--- src/rtl/ft_bus_arbiter_if.sv ---
// FT245 sync-FIFO bus arbiter signal bundle: request inputs, bus-control outputs and status.
// slave = arbiter side, master = pin logic / FIFO side.
interface ft_bus_arbiter_if #(
  parameter int CNT_WIDTH = 8
);
  logic                 rx_avail;
  logic                 rx_fifo_ready;
  logic                 tx_space;
  logic                 tx_pending;
  logic                 rx_oe;
  logic                 tx_drive;
  logic                 rx_xfer_en;
  logic                 tx_xfer_en;
  logic                 rx_active;
  logic                 tx_active;
  logic                 busy;
  logic [CNT_WIDTH-1:0] burst_count;
  logic                 siwu_pulse;

  modport slave (
    input  rx_avail, rx_fifo_ready, tx_space, tx_pending,
    output rx_oe, tx_drive, rx_xfer_en, tx_xfer_en,
           rx_active, tx_active, busy, burst_count, siwu_pulse
  );

  modport master (
    output rx_avail, rx_fifo_ready, tx_space, tx_pending,
    input  rx_oe, tx_drive, rx_xfer_en, tx_xfer_en,
           rx_active, tx_active, busy, burst_count, siwu_pulse
  );
endinterface

--- src/rtl/ft_bus_arbiter.sv ---
// Half-duplex FT245 bus arbiter: round-robin RX/TX grants, bounded bursts, OE lead and turnaround.
// Optional send-immediate pulse built only when FT_ARB_SIWU_EN is defined.
module ft_bus_arbiter #(
  parameter int MAX_RX_BURST = 64,
  parameter int MAX_TX_BURST = 64,
  parameter int TURN_CYCLES  = 1,
  parameter int CNT_WIDTH    = 8
) (
  input  logic             clk,
  input  logic             rst,
  ft_bus_arbiter_if.slave  bus
);
  localparam int TURN_W    = (TURN_CYCLES > 1) ? $clog2(TURN_CYCLES) : 1;
  localparam int TURN_LAST = (TURN_CYCLES > 0) ? TURN_CYCLES - 1 : 0;

  typedef enum logic [2:0] {S_IDLE, S_RX_OE, S_RX_XFER, S_TX_XFER, S_TURN} state_t;

  state_t               r_state, w_state_nxt;
  logic                 r_last_tx;
  logic [CNT_WIDTH-1:0] r_burst_count;
  logic [TURN_W-1:0]    r_turn_cnt;
  logic                 r_rx_oe, r_tx_drive;

  logic w_rx_req, w_tx_req, w_grant_rx, w_grant_tx;
  logic w_rx_beat, w_tx_beat, w_rx_exit, w_tx_exit;
  state_t w_after;

  assign w_rx_req  = bus.rx_avail & bus.rx_fifo_ready;
  assign w_tx_req  = bus.tx_pending & bus.tx_space;
  assign w_rx_beat = (r_state == S_RX_XFER) & w_rx_req;
  assign w_tx_beat = (r_state == S_TX_XFER) & w_tx_req;
  assign w_rx_exit = (r_state == S_RX_XFER) &
                     (~w_rx_req | (r_burst_count == CNT_WIDTH'(MAX_RX_BURST - 1)));
  assign w_tx_exit = (r_state == S_TX_XFER) &
                     (~w_tx_req | (r_burst_count == CNT_WIDTH'(MAX_TX_BURST - 1)));
  // On a tie the direction not served last wins; last_dir resets to TX so RX wins first.
  assign w_grant_rx = (r_state == S_IDLE) & w_rx_req & (~w_tx_req | r_last_tx);
  assign w_grant_tx = (r_state == S_IDLE) & w_tx_req & (~w_rx_req | ~r_last_tx);
  assign w_after    = (TURN_CYCLES == 0) ? S_IDLE : S_TURN;

  always_ff @(posedge clk or posedge rst) begin
    if (rst) r_state <= S_IDLE;
    else     r_state <= w_state_nxt;
  end

  always_comb begin
    w_state_nxt = r_state;
    case (r_state)
      S_IDLE:    if (w_grant_rx) w_state_nxt = S_RX_OE;
                 else if (w_grant_tx) w_state_nxt = S_TX_XFER;
      S_RX_OE:   w_state_nxt = S_RX_XFER;
      S_RX_XFER: if (w_rx_exit) w_state_nxt = w_after;
      S_TX_XFER: if (w_tx_exit) w_state_nxt = w_after;
      S_TURN:    if (r_turn_cnt == TURN_W'(TURN_LAST)) w_state_nxt = S_IDLE;
      default:   w_state_nxt = S_IDLE;
    endcase
  end

  always_ff @(posedge clk or posedge rst) begin
    if (rst) begin
      r_last_tx     <= 1'b1;
      r_burst_count <= '0;
      r_turn_cnt    <= '0;
      r_rx_oe       <= 1'b0;
      r_tx_drive    <= 1'b0;
    end else begin
      if (w_grant_rx) begin
        r_last_tx     <= 1'b0;
        r_burst_count <= '0;
        r_rx_oe       <= 1'b1;
      end else if (w_grant_tx) begin
        r_last_tx     <= 1'b1;
        r_burst_count <= '0;
        r_tx_drive    <= 1'b1;
      end
      if (w_rx_beat | w_tx_beat) r_burst_count <= r_burst_count + 1'b1;
      if (w_rx_exit) r_rx_oe    <= 1'b0;
      if (w_tx_exit) r_tx_drive <= 1'b0;
      // Held at zero outside TURN so every gap starts counting fresh.
      if (r_state != S_TURN) r_turn_cnt <= '0;
      else if (r_turn_cnt != TURN_W'(TURN_LAST)) r_turn_cnt <= r_turn_cnt + 1'b1;
    end
  end

  assign bus.rx_oe       = r_rx_oe;
  assign bus.tx_drive    = r_tx_drive;
  assign bus.rx_xfer_en  = w_rx_beat;
  assign bus.tx_xfer_en  = w_tx_beat;
  assign bus.rx_active   = (r_state == S_RX_OE) | (r_state == S_RX_XFER);
  assign bus.tx_active   = (r_state == S_TX_XFER);
  assign bus.busy        = (r_state != S_IDLE);
  assign bus.burst_count = r_burst_count;

`ifdef FT_ARB_SIWU_EN
  // Flush a short packet when TX ran dry, not when it merely hit the burst limit.
  logic r_siwu;
  always_ff @(posedge clk or posedge rst) begin
    if (rst) r_siwu <= 1'b0;
    else     r_siwu <= w_tx_exit & ~bus.tx_pending;
  end
  assign bus.siwu_pulse = r_siwu;
`else
  assign bus.siwu_pulse = 1'b0;
`endif
endmodule
--- src/flat_wrapper.sv ---
// flat-port wrapper written by rule: the top's interface ports become plain ports
module ft_bus_arbiter_flat 
#(
  parameter int MAX_RX_BURST = 64,
  parameter int MAX_TX_BURST = 64,
  parameter int TURN_CYCLES  = 1,
  parameter int CNT_WIDTH    = 8
)
  (clk, rst, bus_rx_avail, bus_rx_fifo_ready, bus_tx_space, bus_tx_pending, bus_rx_oe, bus_tx_drive, bus_rx_xfer_en, bus_tx_xfer_en, bus_rx_active, bus_tx_active, bus_busy, bus_burst_count, bus_siwu_pulse);
  ft_bus_arbiter_if #(.CNT_WIDTH(CNT_WIDTH)) bus_i ();
  input  logic clk;
  input  logic rst;
  input wire logic [$bits(bus_i.rx_avail)-1:0] bus_rx_avail;
  input wire logic [$bits(bus_i.rx_fifo_ready)-1:0] bus_rx_fifo_ready;
  input wire logic [$bits(bus_i.tx_space)-1:0] bus_tx_space;
  input wire logic [$bits(bus_i.tx_pending)-1:0] bus_tx_pending;
  output wire logic [$bits(bus_i.rx_oe)-1:0] bus_rx_oe;
  output wire logic [$bits(bus_i.tx_drive)-1:0] bus_tx_drive;
  output wire logic [$bits(bus_i.rx_xfer_en)-1:0] bus_rx_xfer_en;
  output wire logic [$bits(bus_i.tx_xfer_en)-1:0] bus_tx_xfer_en;
  output wire logic [$bits(bus_i.rx_active)-1:0] bus_rx_active;
  output wire logic [$bits(bus_i.tx_active)-1:0] bus_tx_active;
  output wire logic [$bits(bus_i.busy)-1:0] bus_busy;
  output wire logic [$bits(bus_i.burst_count)-1:0] bus_burst_count;
  output wire logic [$bits(bus_i.siwu_pulse)-1:0] bus_siwu_pulse;
  assign bus_i.rx_avail = bus_rx_avail;
  assign bus_i.rx_fifo_ready = bus_rx_fifo_ready;
  assign bus_i.tx_space = bus_tx_space;
  assign bus_i.tx_pending = bus_tx_pending;
  assign bus_rx_oe = bus_i.rx_oe;
  assign bus_tx_drive = bus_i.tx_drive;
  assign bus_rx_xfer_en = bus_i.rx_xfer_en;
  assign bus_tx_xfer_en = bus_i.tx_xfer_en;
  assign bus_rx_active = bus_i.rx_active;
  assign bus_tx_active = bus_i.tx_active;
  assign bus_busy = bus_i.busy;
  assign bus_burst_count = bus_i.burst_count;
  assign bus_siwu_pulse = bus_i.siwu_pulse;
  ft_bus_arbiter #(.MAX_RX_BURST(MAX_RX_BURST), .MAX_TX_BURST(MAX_TX_BURST), .TURN_CYCLES(TURN_CYCLES), .CNT_WIDTH(CNT_WIDTH)) u_core (.clk(clk), .rst(rst), .bus(bus_i));
endmodule
--- config.mk ---
export PLATFORM = sky130hd
export DESIGN_NAME = ft_bus_arbiter_flat
export DESIGN_NICKNAME = d
export VERILOG_FILES = /design/src/rtl/ft_bus_arbiter_if.sv /design/src/rtl/ft_bus_arbiter.sv /design/src/flat_wrapper.sv
export SDC_FILE = /design/constraint.sdc
export NUM_CORES = 1
export LEC_CHECK = 0
export CAP_MARGIN = 20
export CORE_AREA = 4 4 49 51
export DETAILED_ROUTE_END_ITERATION = 8
export DIE_AREA = 0 0 53 55
export GPL_ROUTABILITY_DRIVEN = 0
export PLACE_DENSITY = 0.77
export RECOVER_POWER = 50
export SYNTH_ARGS = -nofsm -noshare
export SYNTH_HDL_FRONTEND = slang
export SYNTH_SLANG_ARGS = --single-unit
--- constraint.sdc ---
create_clock -name clk -period 1.5 [get_ports clk]
set_input_delay 0.3 -clock clk [delete_from_list [all_inputs] [get_ports clk]]
set_output_delay 0.3 -clock clk [all_outputs]
set_load 0.03 [all_outputs]
# Yosys cells after proc, flatten, opt, wreduce, memory -nomap -nowiden
# Index checks and enable logic that the tools add are counted.
classes:
  n_addsub: 2
  eq_ne: 11
  mux: 17
  bitwise: 19
  n_reduce_logical: 8
ops:
  columns: ["cell", "count"]
  rows:
  - ["$mux W8", 3]
  - ["$mux W3", 5]
  - ["$pmux W3 S5", 1]
  - ["$and A1 B1 Y1", 10]
  - ["$add A8 B1 Y8 const B", 1]
  - ["$eq A8 B6 Y1 const B", 1]
  - ["$mux W1", 8]
  - ["$eq A3 B2 Y1 const B", 2]
  - ["$or A1 B1 Y1", 6]
  - ["$reduce_bool A2 Y1", 3]
  - ["$reduce_bool A3 Y1", 2]
  - ["$ne A2 B1 Y1 const B", 2]
  - ["$ne A2 B2 Y1 const B", 2]
  - ["$reduce_and A4 Y1", 1]
  - ["$eq A3 B1 Y1 const B", 1]
  - ["$eq A3 B3 Y1 const B", 1]
  - ["$logic_not A3 Y1", 1]
  - ["$ne A3 B1 Y1 const B", 1]
  - ["$ne A3 B3 Y1 const B", 1]
  - ["$not A1 Y1", 3]
  - ["$reduce_and A2 Y1", 1]
  - ["$add A1 B1 Y1 const B", 1]
word_totals:
  regBits: 15
  in_bits: 6
  output_inout_bits: 16
  word_cells: 63

# Longest topological paths before layout
# Gate-level depths: netlist of the first run.
logic_depth:
  depth_word: 7
  depth_mapped: 5
  ltp_nobuf: 5

# Least setup slack after synthesis of the first run
# No wires, ideal clock.
synth_timing:
  kind: "register to register"
  start: "reg u_core.r_burst_count[0], in the netlist u_core.bus.burst_count[0]"
  end: "reg u_core.r_rx_oe, in the netlist u_core.bus.rx_oe"
  setup_time_ns: 0.119
  t_arrival_ns: 1.660
  required_time_ns: 1.381
  setup_slack_ns: -0.279
  stages_incl_launch_ff: 6
  n_path_buf: 0
  synth_period_minus_slack_ns: 1.779
  cell_sequence: "dfrtp_1 -> ha_1 -> nand3_1 -> or4_1 -> a21oi_1 -> nor2_1"
synth_between:
  elab_chain_cells: 4
  word_cells_on_any_way: 5
  cone_classes: "eq/ne (1); mux (1); bitwise (2); reduce/logical (1)"
synth_lines:
  columns: ["element", "line_no", "text"]
  rows:
  - ["start: declaration", "ft_bus_arbiter.sv:20", "logic [CNT_WIDTH-1:0] r_burst_count;"]
  - ["start signal: assignment", "ft_bus_arbiter.sv:76", "if (w_rx_beat | w_tx_beat) r_burst_count <= r_burst_count + 1'b1;"]
  - ["$eq A8 B6 Y1 (*)", "ft_bus_arbiter.sv:33", "(~w_rx_req | (r_burst_count == CNT_WIDTH'(MAX_RX_BURST - 1)));"]
  - ["$or A1 B1 Y1 (*)", "ft_bus_arbiter.sv:33", null]
  - ["$and A1 B1 Y1 (*)", "ft_bus_arbiter.sv:32", "assign w_rx_exit = (r_state == S_RX_XFER) &"]
  - ["$mux W1 / $reduce_bool A2 Y1 (equally long branches)", null, null]
  - ["end signal: assignment", "ft_bus_arbiter.sv:64", "r_rx_oe <= 1'b0;"]
  - ["end signal: assignment", "ft_bus_arbiter.sv:70", "r_rx_oe <= 1'b1;"]
  - ["end signal: assignment", "ft_bus_arbiter.sv:77", "if (w_rx_exit) r_rx_oe <= 1'b0;"]
  - ["end: declaration", "ft_bus_arbiter.sv:22", "logic r_rx_oe, r_tx_drive;"]
# Every way passes the cells marked *; elsewhere a longest branch is shown, timed or not.
# A chain may end at the register's enable or synchronous reset.

# Worst setup path after layout of the first run
layout_timing:
  start: "reg u_core.r_state[0]"
  end: "out bus_rx_xfer_en"
layout_between:
  elab_chain_cells: 2
layout_lines:
  columns: ["element", "line_no", "text"]
  rows:
  - ["start: declaration", "ft_bus_arbiter.sv:18", "state_t r_state, w_state_nxt;"]
  - ["start signal: assignment", "ft_bus_arbiter.sv:43", "else r_state <= w_state_nxt;"]
  - ["$eq A3 B2 Y1", "ft_bus_arbiter.sv:30", "assign w_rx_beat = (r_state == S_RX_XFER) & w_rx_req;"]
  - ["$and A1 B1 Y1", "ft_bus_arbiter.sv:30", null]
  - ["end: declaration", "flat_wrapper.sv:19", "output wire logic [$bits(bus_i.rx_xfer_en)-1:0] bus_rx_xfer_en;"]
# No other way between the ends.

==> results of run 1 <==
-- critical path, delay by kind of cell, from the launching register on --
kind | cells | cell delay, ns
buffers and inverters | 2 | 0.26
DFF | 1 | 0.41
and+or+nand+nor | 2 | 0.50
-- per-layer routing --
layer	part of all wire [%]	GRT usage, %	vias up
li1	-	-	392
met1	45	19.9	377
met2	50	31.0	24
met3	3.8	2.95	5
met4	1.4	6.38	0
met5	0	0	-
-- registers in the layout, indices dropped and copies added, names as in the netlist --
name / flops
u_core.bus.burst_count: 8
u_core.r_state: 3
u_core.bus.rx_oe: 1
u_core.bus.tx_drive: 1
u_core.r_last_tx: 1
-- path summary, 6_finish.rpt --
kind | slack [ns] | to | cells past startpoint
setup / recovery | -0.25 | bus_rx_xfer_en | 4
hold reg to reg | 0.52 | u_core.bus.tx_drive | 2
min in group asynchronous | 0.65 | u_core.bus.burst_count[5] | 3
max in group asynchronous | 0.32 | u_core.bus.burst_count[4] | 3
setup reg to reg | -0.17 | u_core.bus.burst_count[7] | 4
hold / removal | 0.52 | u_core.bus.tx_drive | 2
-- Yosys cell counts, drive strengths merged, types with 2 or more instances --
cell type / count
a21oi: 4
and2: 3
and3: 2
buf: 2
dfrtp: 13
inv: 3
nand2: 14
nand3: 6
nand3b: 2
nor2: 6
nor3: 3
o211ai: 2
o21a: 2
o21ai: 2
o22a: 2
-- power breakdown --
| part | internal, mW | leakage (nW) | switching (mW) |
|---|---|---|---|
| sequential | 0.494 | 0.175 | 0.0923 |
| clock | 0.148 | 0.0210 | 0.121 |
| combinational | 0.644 | 0.415 | 0.651 |
| total | 1.29 | 0.611 | 0.864 |
-- metrics by stage --
step                      std cells  setup TNS [ns]  utilization [%]  cell area [µm²]
after floorplan                  81          -0.232                -              803
after global placement          143           -2.14             58.5             1140
after detailed placement        143           -2.64             58.5             1140
after CTS                       153           -1.83             66.6             1290
after global routing            157           -2.89             68.3             1330
final                           157           -1.75             68.3             1330
-- cell type report --
| type | instances | area, µm² |
|---|---|---|
| Fill cell | 150 | 616 |
| Multi-Input combinational cell | 62 | 478 |
| Timing Repair Buffer | 47 | 409 |
| Sequential cell | 14 | 358 |
| Clock buffer | 4 | 36.3 |
| Tap cell | 27 | 33.8 |
| Inverter | 3 | 11.3 |
-- what timing repair did --
action,CTS,global route
setup buffers,6,4
pin swaps,7,8
hold buffers,0,0
endpoints found under the setup margin,25,18
resized for setup,36,14
-- cell families (layout without fill, tap and decap cells) --
logic type	after synthesis	in the layout
multiplexers	1	1
flip-flops	14	14
XOR/XNOR	1	1
adder cells (fa/ha/maj)	1	1
other	1	1
AND/OR/NAND/NOR	39	39
buffers and inverters	5	54
AO/OA/AOI/OAI	19	19
==> metrics.cfg, run 1 <==
[layout]
diodes=0
nets=138
layout_commonest_cell=buf_4
syn_to_final_growth_pct=71.0
drive_above_1_share_pct=51.5
layout_common_cells=buf_4 (20), buf_6 (11), nand2_1 (10)

[status]
status=complete, but fails checks
violations=negative setup slack

[sta]
hold_violations=0
setup_viol=15
rsz0062_at_grt=true
fmax_mhz=570
worst_slack_ns=-0.255
fin_hold_ws_ns=0.519
skew_ns=0.00446
layout_min_cycle_time_ns=1.75
relSlewSlack_pct=49.5
fin_crit_sh_pct=117
slew_violations=0
tightest_slew_ns=0.757

[placement]
numPortBuffers=20
place_ws_ns=-0.298
dp_hpwl_um=1530

[critical_path]
slowest_stage=or3b_4
r2r_start=u_core.r_state[0]
worstPathMaxFanout=3
end_kind=primary output
arrival_ns=1.45
critPathLaunchType=flip-flop
cp.required_ns=1.20
crit_top_cell=buf_6
crit_type=reg -> out
worst_path_largest_cell_delay_ns=0.43
path_cells=or3b_4 -> buf_6 -> nor2_4 -> buf_6
startpoint=u_core.r_state[0]

[synthesis]
syn_area_per_cell_um2=9.58
syn_inst=81
synth_top_family_by_area=simple AND/OR/NAND/NOR gates
synth_cell_types=34
synthMuxAreaShare_pct=1.29
seq_area_frac_synth_pct=45.3
synthArstFlopShare_pct=100
synth-xor-area-share_pct=1.13
synth-compound-area-share_pct=20.6
synth_area_leaders=dfrtp_1 (42%), nand2_1 (6.8%), nand3_1 (3.9%)
synth-edff-count=0
synth_top_area_share_pct=41.9
ys_seq_elements=14
synth_fa_ha_area_share_pct=1.61
synth-simple-area-share_pct=25.6
synth_fp_nets=88
yosysTopAreaCell=dfrtp_1
synth_area_um2=776
yosys_warnings=0
synth_ff_type=dfrtp_1

[cts]
htree_levels=1
clkSinkCount=14
clk_pin_slew_ns=0.08
cts_tree=yes
clock_path_buffers=2
cts_inserted_buffers=3
cts-root-buf=clkbuf_4
clk_latency_ns=0.28

[global_routing]
grt_max_degree=15
grt-ovfl-total=0
antenna_found_initial=0
grt_first_pass_wirelength_um=3640
grt_usage_pct=17.0
grt_pass1_vias=853

[power_and_ir_drop]
p_per_area_nw_per_um2=1620
total_power_mw=2.15
leakage_nw=0.611
vdd.ir_drop.worst_mv=0.942

[die]
die_h_um=55
rows=16
pin_count=22
initial_core_util_pct=39.9
die_area_um2=2920
fp.dieW_um=53
core_um2=1940

[route]
num_vias=798
drt-pass1-iter-count=2
via_per_inst=5.08
drc=0
drt_iter0_drc=6
drt_wl_total_um=2200
wire_per_inst_um=14.0
ant_nets=0

[flow_run]
timing.max_cap.violations=0

[hold_path]
hold_start=u_core.bus.tx_drive
hp-class=reg -> reg

Power figures use the tool's default switching activity.
==> run 2: changes to the inputs <==
Settings changed: CELL_PAD_IN_SITES_DETAIL_PLACEMENT from default to 1, CELL_PAD_IN_SITES_GLOBAL_PLACEMENT from default to 2, CORE_AREA 4 4 49 51 to 4 4 62 64, DIE_AREA 0 0 53 55 to 0 0 66 68.
==> metrics.cfg, run 2 (synthesized netlist as in run 1, its figures left out) <==
[global_routing]
grt_first_pass_wirelength_um=4310
antenna_found_initial=0
grt-ovfl-total=0
grt_pass1_vias=907
grt_usage_pct=12.6
grt_max_degree=15

[cts]
cts-root-buf=clkbuf_4
cts_tree=yes
clk_latency_ns=0.28
clock_path_buffers=2
cts_hold_buffers=0
clkSinkCount=14
htree_levels=1
cts_inserted_buffers=3
clk_pin_slew_ns=0.10

[die]
initial_core_util_pct=23.6
core_um2=3280
die_h_um=68
pin_count=22
die_area_um2=4490
fp.dieW_um=66
rows=21

[route]
num_vias=827
drt-pass1-iter-count=4
drt_iter0_drc=15
drc=0
ant_nets=0
drt_wl_total_um=2630
wire_per_inst_um=14.4
via_per_inst=4.52

[power_and_ir_drop]
p_per_area_nw_per_um2=1560
vdd.ir_drop.worst_mv=0.752
total_power_mw=2.23
leakage_nw=0.657

[sta]
tightest_slew_ns=0.832
skew_ns=0.00108
slew_violations=0
setup_tns_ns=-2.72
setup_viol=15
rsz0062_at_grt=true
worst_slack_ns=-0.245
relSlewSlack_pct=44.6
fin_crit_sh_pct=116
hold_violations=0
fmax_mhz=573
layout_min_cycle_time_ns=1.74
fin_hold_ws_ns=0.507

[flow_run]
timing.max_cap.violations=0

[critical_path]
worst_path_largest_cell_delay_ns=0.41
crit_top_cell=buf_6
cp.required_ns=1.20
slowest_stage=dfrtp_1
r2r_start=u_core.r_state[0]
critPathLaunchType=flip-flop
cp_top_family=simple AND/OR/NAND/NOR gates
crit_type=reg -> out
end_kind=primary output
path_buf_inv=2
arrival_ns=1.44
startpoint=u_core.r_state[0]
path_cells=or3b_4 -> buf_6 -> nand2_1 -> buf_6
worstPathMaxFanout=3

[hold_path]
hold_start=u_core.bus.rx_oe
hp-class=reg -> reg

[layout]
multi_input_area_um2=502
drive_above_1_share_pct=51.8
fillers=381
diodes=0
layout_common_cells=buf_4 (26), nand2_1 (13), buf_6 (12)
syn_to_final_growth_pct=84.5
layout.area.seq_um2=358
utilization_pct=43.6
layout_commonest_cell=buf_4
largest_reg_flops=8
nets=145

[status]
violations=negative setup slack
status=complete, but fails checks

[placement]
place_ws_ns=-0.288
dp_hpwl_um=1770
numPortBuffers=20

==> run 2: cell types whose count changed in the layout (fill, tap and decap cells not counted), sizes merged <==
cell and delta:
o22a +1, clkdlybuf4s15 +1, buf +7, clkbuf -2
==> run 2: final timing paths <==
path / slack (ns) / to / depth (start not counted)
min: 0.51 / u_core.bus.rx_oe / 2
min reg2reg: 0.51 / u_core.bus.rx_oe / 2
max: -0.24 / bus_rx_active / 4
max in group asynchronous: 0.25 / u_core.bus.burst_count[1] / 3
max reg2reg: -0.21 / u_core.bus.burst_count[5] / 5
min in group asynchronous: 0.68 / u_core.bus.burst_count[6] / 3
==> run 2: report_power, final <==
group	leakage (nW)	switching, mW	internal, mW
registers	0.175	0.0925	0.494
logic	0.461	0.680	0.681
clock network	0.0210	0.135	0.147
==> run 2: final cells by class <==
type	count	area share, %
Timing Repair Buffer	53	32.6
Tap cell	46	4.02
Clock buffer	4	2.53
Inverter	3	0.787
Sequential cell	14	25.0
Multi-Input combinational cell	63	35.1
==> run 2: per-layer routing <==
metal  share of wire (%)  up-vias  routed length (µm)  GRT usage, %
li1                    -      406                   -             -
met1                  42      403                1100          14.7
met2                  54       16                1410          23.0
met3                 3.8        2                 101          2.96
met4                0.38        0                  10          3.81
met5                   0        -                   0             0
==> run 2: worst reg2reg max path, stage by stage, from the launching register on <==
cell and delay [ns]:
dfrtp_1 0.41, or3b_4 0.41, buf_4 0.15, o22a_4 0.24
and2_4 0.16, a211o_1 0.24
==> run 2: timing repair <==
item / 4_1_cts / 5_1_grt
pin swaps: 3 / 5
gates cloned: 1 / 0
buffers inserted: 8 / 5
gates resized for setup: 35 / 8
endpoints found under the setup margin: 24 / 18
==> run 2: metrics by stage <==
step / area, µm² / cells
after floorplan: 803 / 81
after global placement: 1180 / 165
after detailed placement: 1180 / 165
after CTS: 1370 / 178
after global routing: 1430 / 183
final: 1430 / 183
